--- src/rtl/boot_ctrl.sv ---
// Boot/run sequencer: loads a byte-streamed program into fetch memory,
// then releases the CPU and watches do_halt and a cycle watchdog.
module boot_ctrl #(
  parameter int ADDR_W     = 8,
  parameter int MAX_CYCLES = 10000
) (
  input  logic              CLK,
  input  logic              rst,
  input  logic              in_valid,
  input  logic [7:0]        in_data,
  output logic              in_ready,
  input  logic              start,
  output logic              imem_we,
  output logic [ADDR_W-1:0] imem_addr,
  output logic [15:0]       imem_wdata,
  output logic              cpu_rst,
  input  logic              do_halt,
  output logic [1:0]        status,
  output logic [31:0]       run_cycles
);

  typedef enum logic [3:0] {
    S_LEN_HI, S_LEN_LO, S_DATA_HI, S_DATA_LO,
    S_START, S_RUN, S_HALTED, S_TIMEOUT, S_ERROR
  } state_e;

  localparam logic [32:0] CAP = 33'(1) << ADDR_W;

  state_e            state_q, state_d;
  logic [15:0]       len_q, len_d;
  logic [15:0]       idx_q, idx_d;
  logic [7:0]        hi_q, hi_d;
  logic              we_q, we_d;
  logic [ADDR_W-1:0] addr_q, addr_d;
  logic [15:0]       wdata_q, wdata_d;
  logic [31:0]       cyc_q, cyc_d;
  logic [15:0]       n;
  logic              accept;

  always_ff @(posedge CLK) begin
    if (rst) begin
      state_q <= S_LEN_HI;
      len_q   <= '0;
      idx_q   <= '0;
      hi_q    <= '0;
      we_q    <= 1'b0;
      addr_q  <= '0;
      wdata_q <= '0;
      cyc_q   <= '0;
    end else begin
      state_q <= state_d;
      len_q   <= len_d;
      idx_q   <= idx_d;
      hi_q    <= hi_d;
      we_q    <= we_d;
      addr_q  <= addr_d;
      wdata_q <= wdata_d;
      cyc_q   <= cyc_d;
    end
  end

  always_comb begin
    in_ready = 1'b0;
    unique case (state_q)
      S_LEN_HI, S_LEN_LO,
      S_DATA_HI, S_DATA_LO: in_ready = 1'b1;
      default:              in_ready = 1'b0;
    endcase
  end

  assign accept = in_valid && in_ready;
  assign n      = {len_q[15:8], in_data};

  always_comb begin
    state_d = state_q;
    len_d   = len_q;
    idx_d   = idx_q;
    hi_d    = hi_q;
    we_d    = 1'b0;
    addr_d  = addr_q;
    wdata_d = wdata_q;
    cyc_d   = cyc_q;
    unique case (state_q)
      S_LEN_HI: if (accept) begin
        len_d   = {in_data, 8'h00};
        idx_d   = '0;
        state_d = S_LEN_LO;
      end
      S_LEN_LO: if (accept) begin
        len_d = n;
        if (n == 16'd0)                  state_d = S_START;
        else if ({17'd0, n} > CAP)       state_d = S_ERROR;
        else                             state_d = S_DATA_HI;
      end
      S_DATA_HI: if (accept) begin
        hi_d    = in_data;
        state_d = S_DATA_LO;
      end
      S_DATA_LO: if (accept) begin
        we_d    = 1'b1;
        addr_d  = ADDR_W'(idx_q);
        wdata_d = {hi_q, in_data};
        if (idx_q == len_q - 16'd1) begin
          state_d = S_START;
        end else begin
          idx_d   = idx_q + 16'd1;
          state_d = S_DATA_HI;
        end
      end
      S_START: state_d = S_RUN;
      S_RUN: begin
        if (cyc_q != 32'hFFFF_FFFF) cyc_d = cyc_q + 32'd1;
        // halt takes priority over a watchdog expiry in the same cycle
        if (do_halt)                          state_d = S_HALTED;
        else if (cyc_d == 32'(MAX_CYCLES))    state_d = S_TIMEOUT;
      end
      S_HALTED, S_TIMEOUT, S_ERROR: if (start) begin
        cyc_d   = '0;
        state_d = S_LEN_HI;
      end
      default: state_d = S_LEN_HI;
    endcase
  end

  always_comb begin
    status = 2'd0;
    unique case (state_q)
      S_RUN:              status = 2'd1;
      S_HALTED:           status = 2'd2;
      S_TIMEOUT, S_ERROR: status = 2'd3;
      default:            status = 2'd0;
    endcase
  end

  assign cpu_rst    = (state_q != S_RUN);
  assign imem_we    = we_q;
  assign imem_addr  = addr_q;
  assign imem_wdata = wdata_q;
  assign run_cycles = cyc_q;

endmodule
--- config.mk ---
export PLATFORM = sky130hd
export DESIGN_NAME = boot_ctrl
export DESIGN_NICKNAME = d
export VERILOG_FILES = /design/src/rtl/boot_ctrl.sv
export SDC_FILE = /design/constraint.sdc
export NUM_CORES = 1
export LEC_CHECK = 0
export CELL_PAD_IN_SITES_DETAIL_PLACEMENT = 0
export CELL_PAD_IN_SITES_GLOBAL_PLACEMENT = 1
export CORE_MARGIN = 5
export CORE_UTILIZATION = 35
export DETAILED_ROUTE_END_ITERATION = 8
export HOLD_SLACK_MARGIN = 0.1
export PLACE_DENSITY = 0.74
export RECOVER_POWER = 100
export SYNTH_ARGS = -nofsm -noshare
export SYNTH_HDL_FRONTEND = slang
export SYNTH_SLANG_ARGS = --single-unit
--- constraint.sdc ---
create_clock -name CLK -period 5.38 [get_ports CLK]
set_clock_uncertainty 0.05 [all_clocks]
set_input_delay 0.807 -clock CLK [delete_from_list [all_inputs] [get_ports CLK]]
set_output_delay 0.807 -clock CLK [all_outputs]
set_load 0.005 [all_outputs]
==> results of run 1 <==
-- critical path, cell delays in order --
cell and delay (ps):
clkbuf_1 1610, clkbuf_1 1450, a211oi_1 160, a41o_1 270
-- metrics by stage --
stage	hold slack, ps	utilization	instances	cell area [um2]
after floorplan	381.5	-	754	5713
after global placement	393.7	0.4134	1005	6590
after detailed placement	397.5	0.4134	1005	6590
after CTS	404.1	0.4307	1021	6867
after global routing	425.2	0.4290	1021	6839
final	403.1	0.4290	1021	6839
-- power groups by stage --
| stage | combinational (uW) | sequential, uW | clock, uW |
|---|---|---|---|
| after floorplan | 123 | 784 | 0 |
| after global routing | 183 | 777 | 674 |
| after CTS | 166 | 775 | 649 |
| final | 164 | 775 | 627 |
| after global placement | 163 | 792 | 0 |
| after detailed placement | 166 | 793 | 0 |
-- worst paths after layout --
path	slack, ps	to	startpoint	cells after the start
setup / recovery	1270	state_q[1]	rst	4
hold / removal	400	imem_wdata[14]	hi_q[6]	2
hold reg to reg	400	imem_wdata[14]	hi_q[6]	2
setup reg to reg	1370	idx_q[15]	len_q[0]	10
-- layout make-up --
class / instances / area share
timing repair buffer: 82 / 0.1142
multi-input combinational: 595 / 0.5042
clock buffer: 11 / 0.03403
sequential: 101 / 0.2956
inverter: 11 / 0.006037
tap: 216 / 0.03952
clock inverter: 5 / 0.006403
-- metal layers --
metal,routed length [um],up-vias
li1,-,2823
met5,0,-
met3,871,29
met2,8848,119
met4,429,0
met1,8213,2752
-- logic make-up after synthesis --
kind of cell / after synthesis
AO/OA/AOI/OAI: 170
XOR/XNOR: 44
adder cells (fa/ha/maj): 3
buffers and inverters: 58
flip-flops: 101
multiplexers: 17
AND/OR/NAND/NOR: 361
-- state kept, by name, indices dropped and copies added (netlist names) --
register and flops:
run_cycles 32, idx_q 16, imem_wdata 16, len_q 16
hi_q 8, imem_addr 8, state_q 4, imem_we 1
-- placed cells by master (no fill, tap or decap), drive strengths merged, types with 5 or more instances in the layout --
cell type / instances
a21oi: 72
mux2i: 14
nand4: 22
xor2: 12
and3: 16
clkdlybuf4s50: 10
xnor2: 32
nand2b: 6
nand3: 28
and4: 7
a311oi: 9
nor3: 38
a31oi: 10
nor4b: 6
nand2: 113
nor2: 83
clkbuf: 15
dfxtp: 101
o21ai: 33
nor4: 14
a22oi: 10
or4: 5
buf: 6
inv: 13
dlygate4sd3: 62
a211oi: 9
==> impl_metrics.toml, run 1 <==
[synth]
synth_top_family_by_area = "simple AND/OR/NAND/NOR gates"
yosys-top-cells-count = "nand2_1 (113), dfxtp_1 (101), nor2_1 (83), a21oi_1 (72), clkbuf_1 (44)"
synth-simple-area-share = 0.3167
synth_flop_cell = "dfxtp_1"
yosys-top-cells-area = "dfxtp_1 (35%), nand2_1 (7.4%), a21oi_1 (6.3%), nor2_1 (5.5%), xnor2_1 (4.9%)"
synth_cell_types = 62
synth-seq-cells = 101
avgSynthCellArea_um2 = 7.577
syn_area_um2 = 5713
synthMuxAreaShare = 0.03044
synth_seq_area_share = 0.3539
synth_warnings = 0
synth-edff-count = 0
yosysTopAreaCellShare = 0.3539
synth_xor_area_frac = 0.06746
synthArstFlopShare = 0
netlist_instances = 754
syn_nets = 770
synthAdderAreaFrac = 0.006570
synth-compound-area-share = 0.1851
synth.most_common_cell = "nand2_1"
synth_top_area_cell = "dfxtp_1"

[pwr]
ir_worst_vdd_uv = 150.2
internal-power_uw = 1141
power_uw = 1567
p_switching_uw = 426.0
leakagePower_uw = 0.002460
p_clk_frac = 0.400
power_density_nw_per_um2 = 229.2
combPwrFrac = 0.105
switching_share = 0.2718
p_seq_frac = 0.495

[sta]
finalHoldViolations = 0
max_freq_ghz = 0.2431
timing.final.ws_setup_ps = 1267
tightest_slew_ps = 2291
finalSetupTns_ps = 0
setup_violations = 0
fin_crit_sh = 0.7646
drv_slew = 92
rsz0062_at_grt = "no"
slew_headroom = -0.5270
fin_crit_ps = 4113

[placement]
dpl.hpwl_um = 13330
place.gp.congestion = 0.8841
port_buffers = 73
place_ws_ps = 1548

[cells_and_area]
fin_nets = 816
antenna_cells = 0
fill_cells = 1675
multi_input_area_um2 = 3448
drive_above_1_share = 0.04224
ff_latch_area_um2 = 2022
syn_to_final_growth_pct = 19.71

[cts]
insertion_delay_ps = 350
cts_tree = "done"
numCtsBuffers = 9
htree_levels = 3
cts.sinks = 101
post_cts_buffers = 0
root_buffer = "clkbuf_16"
cts_max_path_buffers = 2
path_clk_slew_ps = 70
cts_resized = 0
cts-hold-fix-buffers = 0

[grt]
grt_pass1_vias = 5589
globalRouteMet3Util = 0.04675
grt_overflow_total = 0
grt.met1_usage = 0.2492
antenna_found_initial = 0
grt_max_degree = 48
grt_first_pass_wirelength_um = 29560
track_usage = 0.1964
grt_util_met2 = 0.3286
top_usage_layer = "met2"

[routing]
drtIter0Drc = 472
drt_wl_total_um = 18360
avgViaCountPerCell = 5.605
postRouteAntennaNets = 0
post_drt_wl_per_cell_um = 17.98
drcViolationCount = 0
dr.pass1.iters = 5
vias = 5723

[flow_run]
drv_cap = 2

[die]
pin_count = 74
initial_utilization = 0.3583
core-area_um2 = 15940
die_area_um2 = 18980
fp-row-count = 46
die_w_um = 137.8
dieHeight_um = 137.8

[critical_path]
critPathRequiredTime_ps = 5580
cp_data_arrival_time_ps = 4320
end_kind = "register"
path_class = "in -> reg"
critPathLaunchType = "input pin"
path_max_fanout = 47

[hold_path]
hold_path_class = "reg -> reg"

[status]
violations = "max-capacitance violations, max-slew violations"
status = "complete, but fails checks"
No activity file was read; power rests on OpenSTA's default activity.
==> run 2, diff against run 1 <==
clock period = 3.8 ns   (was 5.38 ns; I/O delays follow)
==> run 2 against run 1 <==
The flow now finishes without violations. Sequential power increased by 42%. Non-clock buffer count rose by 13. Total power up 46%. Critical path type is now reg -> reg. Largest cell class unchanged.
==> impl_metrics.toml, run 2 (synthesis gave the netlist of run 1 again) <==
[status]
status = "completed"

[die]
die_area_um2 = 18980
die_w_um = 137.8
fp-row-count = 46
pin_count = 74
core-area_um2 = 15940
dieHeight_um = 137.8
initial_utilization = 0.3583

[cts]
post_cts_buffers = 0
numCtsBuffers = 9
htree_levels = 3
cts_tree = "done"
path_clk_slew_ps = 70
cts.sinks = 101
root_buffer = "clkbuf_16"
insertion_delay_ps = 350
cts_resized = 0
cts-hold-fix-buffers = 0
cts_max_path_buffers = 2

[hold_path]
hold_path_class = "reg -> reg"
min_from = "imem_addr[1]"
holdPathStages = 2

[placement]
place.gp.congestion = 0.9732
dpl.hpwl_um = 13350
placed_cell_area_um2 = 6688
port_buffers = 73

[pwr]
power_density_nw_per_um2 = 330.3
leakagePower_uw = 0.002473
ir_worst_vdd_uv = 257.9

[cells_and_area]
final_util = 0.4342
syn_to_final_growth_pct = 21.18
antenna_cells = 0
largest_reg_flops = 32
final_common_cell = "nand2_1"
final_cell_area_um2 = 6923
fill_cells = 1621
final_cell_mix = "nand2_1 (113), dfxtp_1 (101), nor2_1 (83)"
drive_above_1_share = 0.04890
fin_nets = 829

[critical_path]
path_max_fanout = 9
end_kind = "register"
critPathCapture = "state_q[1]"
rr_worst_depth = 9
path_class = "reg -> reg"
critPathRequiredTime_ps = 4000
worstSetupStartpoint = "run_cycles[3]"
reg2reg_slack_ps = 280
critPathLaunchType = "register"
cp_data_arrival_time_ps = 3720
regToRegEndpoint = "state_q[1]"
reg2reg_from = "run_cycles[3]"

[flow_run]
drv_cap = 0

[routing]
post_drt_wl_per_cell_um = 17.79
drtIter0Drc = 476
vias = 5807
drt_wl_total_um = 18390
drcViolationCount = 0
dr.pass1.iters = 5
postRouteAntennaNets = 0
avgViaCountPerCell = 5.616

[sta]
rsz0062_at_grt = "no"
fin_crit_ps = 3525
hold-worst-slack_ps = 403.2
drv_slew = 0
max_freq_ghz = 0.2837
slew_headroom = 0.3760
finalHoldViolations = 0
tightest_slew_ps = 936.0
setup_violations = 0
fin_crit_sh = 0.9276
finalSetupTns_ps = 0

[grt]
grt_max_degree = 89
grt_overflow_total = 0
grt_pass1_vias = 5556
track_usage = 0.1951
grt_first_pass_wirelength_um = 29430
antenna_found_initial = 0
-- run 2: cell types whose count changed in the layout (fill, tap and decap cells not counted), sizes merged --
cell / delta
buf: +4
inv: -1
bufinv: +1
clkinvlp: -1
clkdlybuf4s50: +9
clkbuf: +8
clkinv: +2
dlygate4sd3: -9
-- run 2: metal layers --
metal,GRT usage,vias to the layer above,wire [um]
met5,0,-,0
met4,0.06696,0,488
met3,0.05077,38,1051
met2,0.3156,185,8655
met1,0.2520,2747,8199
li1,-,2837,-
-- run 2: worst max-delay path: stages, from the launching register on --
cell	delay, ps
dfxtp_1	530
nand4_4	200
or4_4	620
a211oi_1	730
xnor2_1	140
a211oi_1	240
nand4_1	170
o31ai_4	410
nor3_1	90
a41o_1	240
-- run 2: area by class of cell --
class,count,area (um2),area share
Inverter,11,41.29,0.005964
Tap cell,216,270.3,0.03904
Clock buffer,10,229.0,0.03307
Timing Repair Buffer,95,843.3,0.1218
Multi-Input combinational cell,595,3446,0.4977
Sequential cell,101,2022,0.2921
Clock inverter,6,71.32,0.01030
-- run 2: how the worst min path moves through the flow --
| stage | to | slack (ps) |
|---|---|---|
| global route | imem_addr[3] | 430 |
| floorplan | imem_wdata[10] | 380 |
| finish | imem_addr[1] | 400 |
| global placement | imem_wdata[13] | 390 |
| detailed placement | imem_wdata[11] | 400 |
| CTS | imem_addr[1] | 410 |
-- run 2: per-stage QoR --
step / worst slack, ps / total power [uW] / std cells
detailed placement: 387.5 / 1364 / 1018
finish: 275.2 / 2287 / 1034
global placement: 476.9 / 1358 / 1018
global route: 8.209 / 2384 / 1034
CTS: 376.9 / 2313 / 1034
floorplan: 690.3 / 1283 / 754
-- run 2: power by group --
part / internal (uW) / switching, uW / total (uW)
combinational: 91.8 / 145 / 237
sequential: 1070 / 26.2 / 1100
clock: 517 / 433 / 950
total: 1680 / 604 / 2290
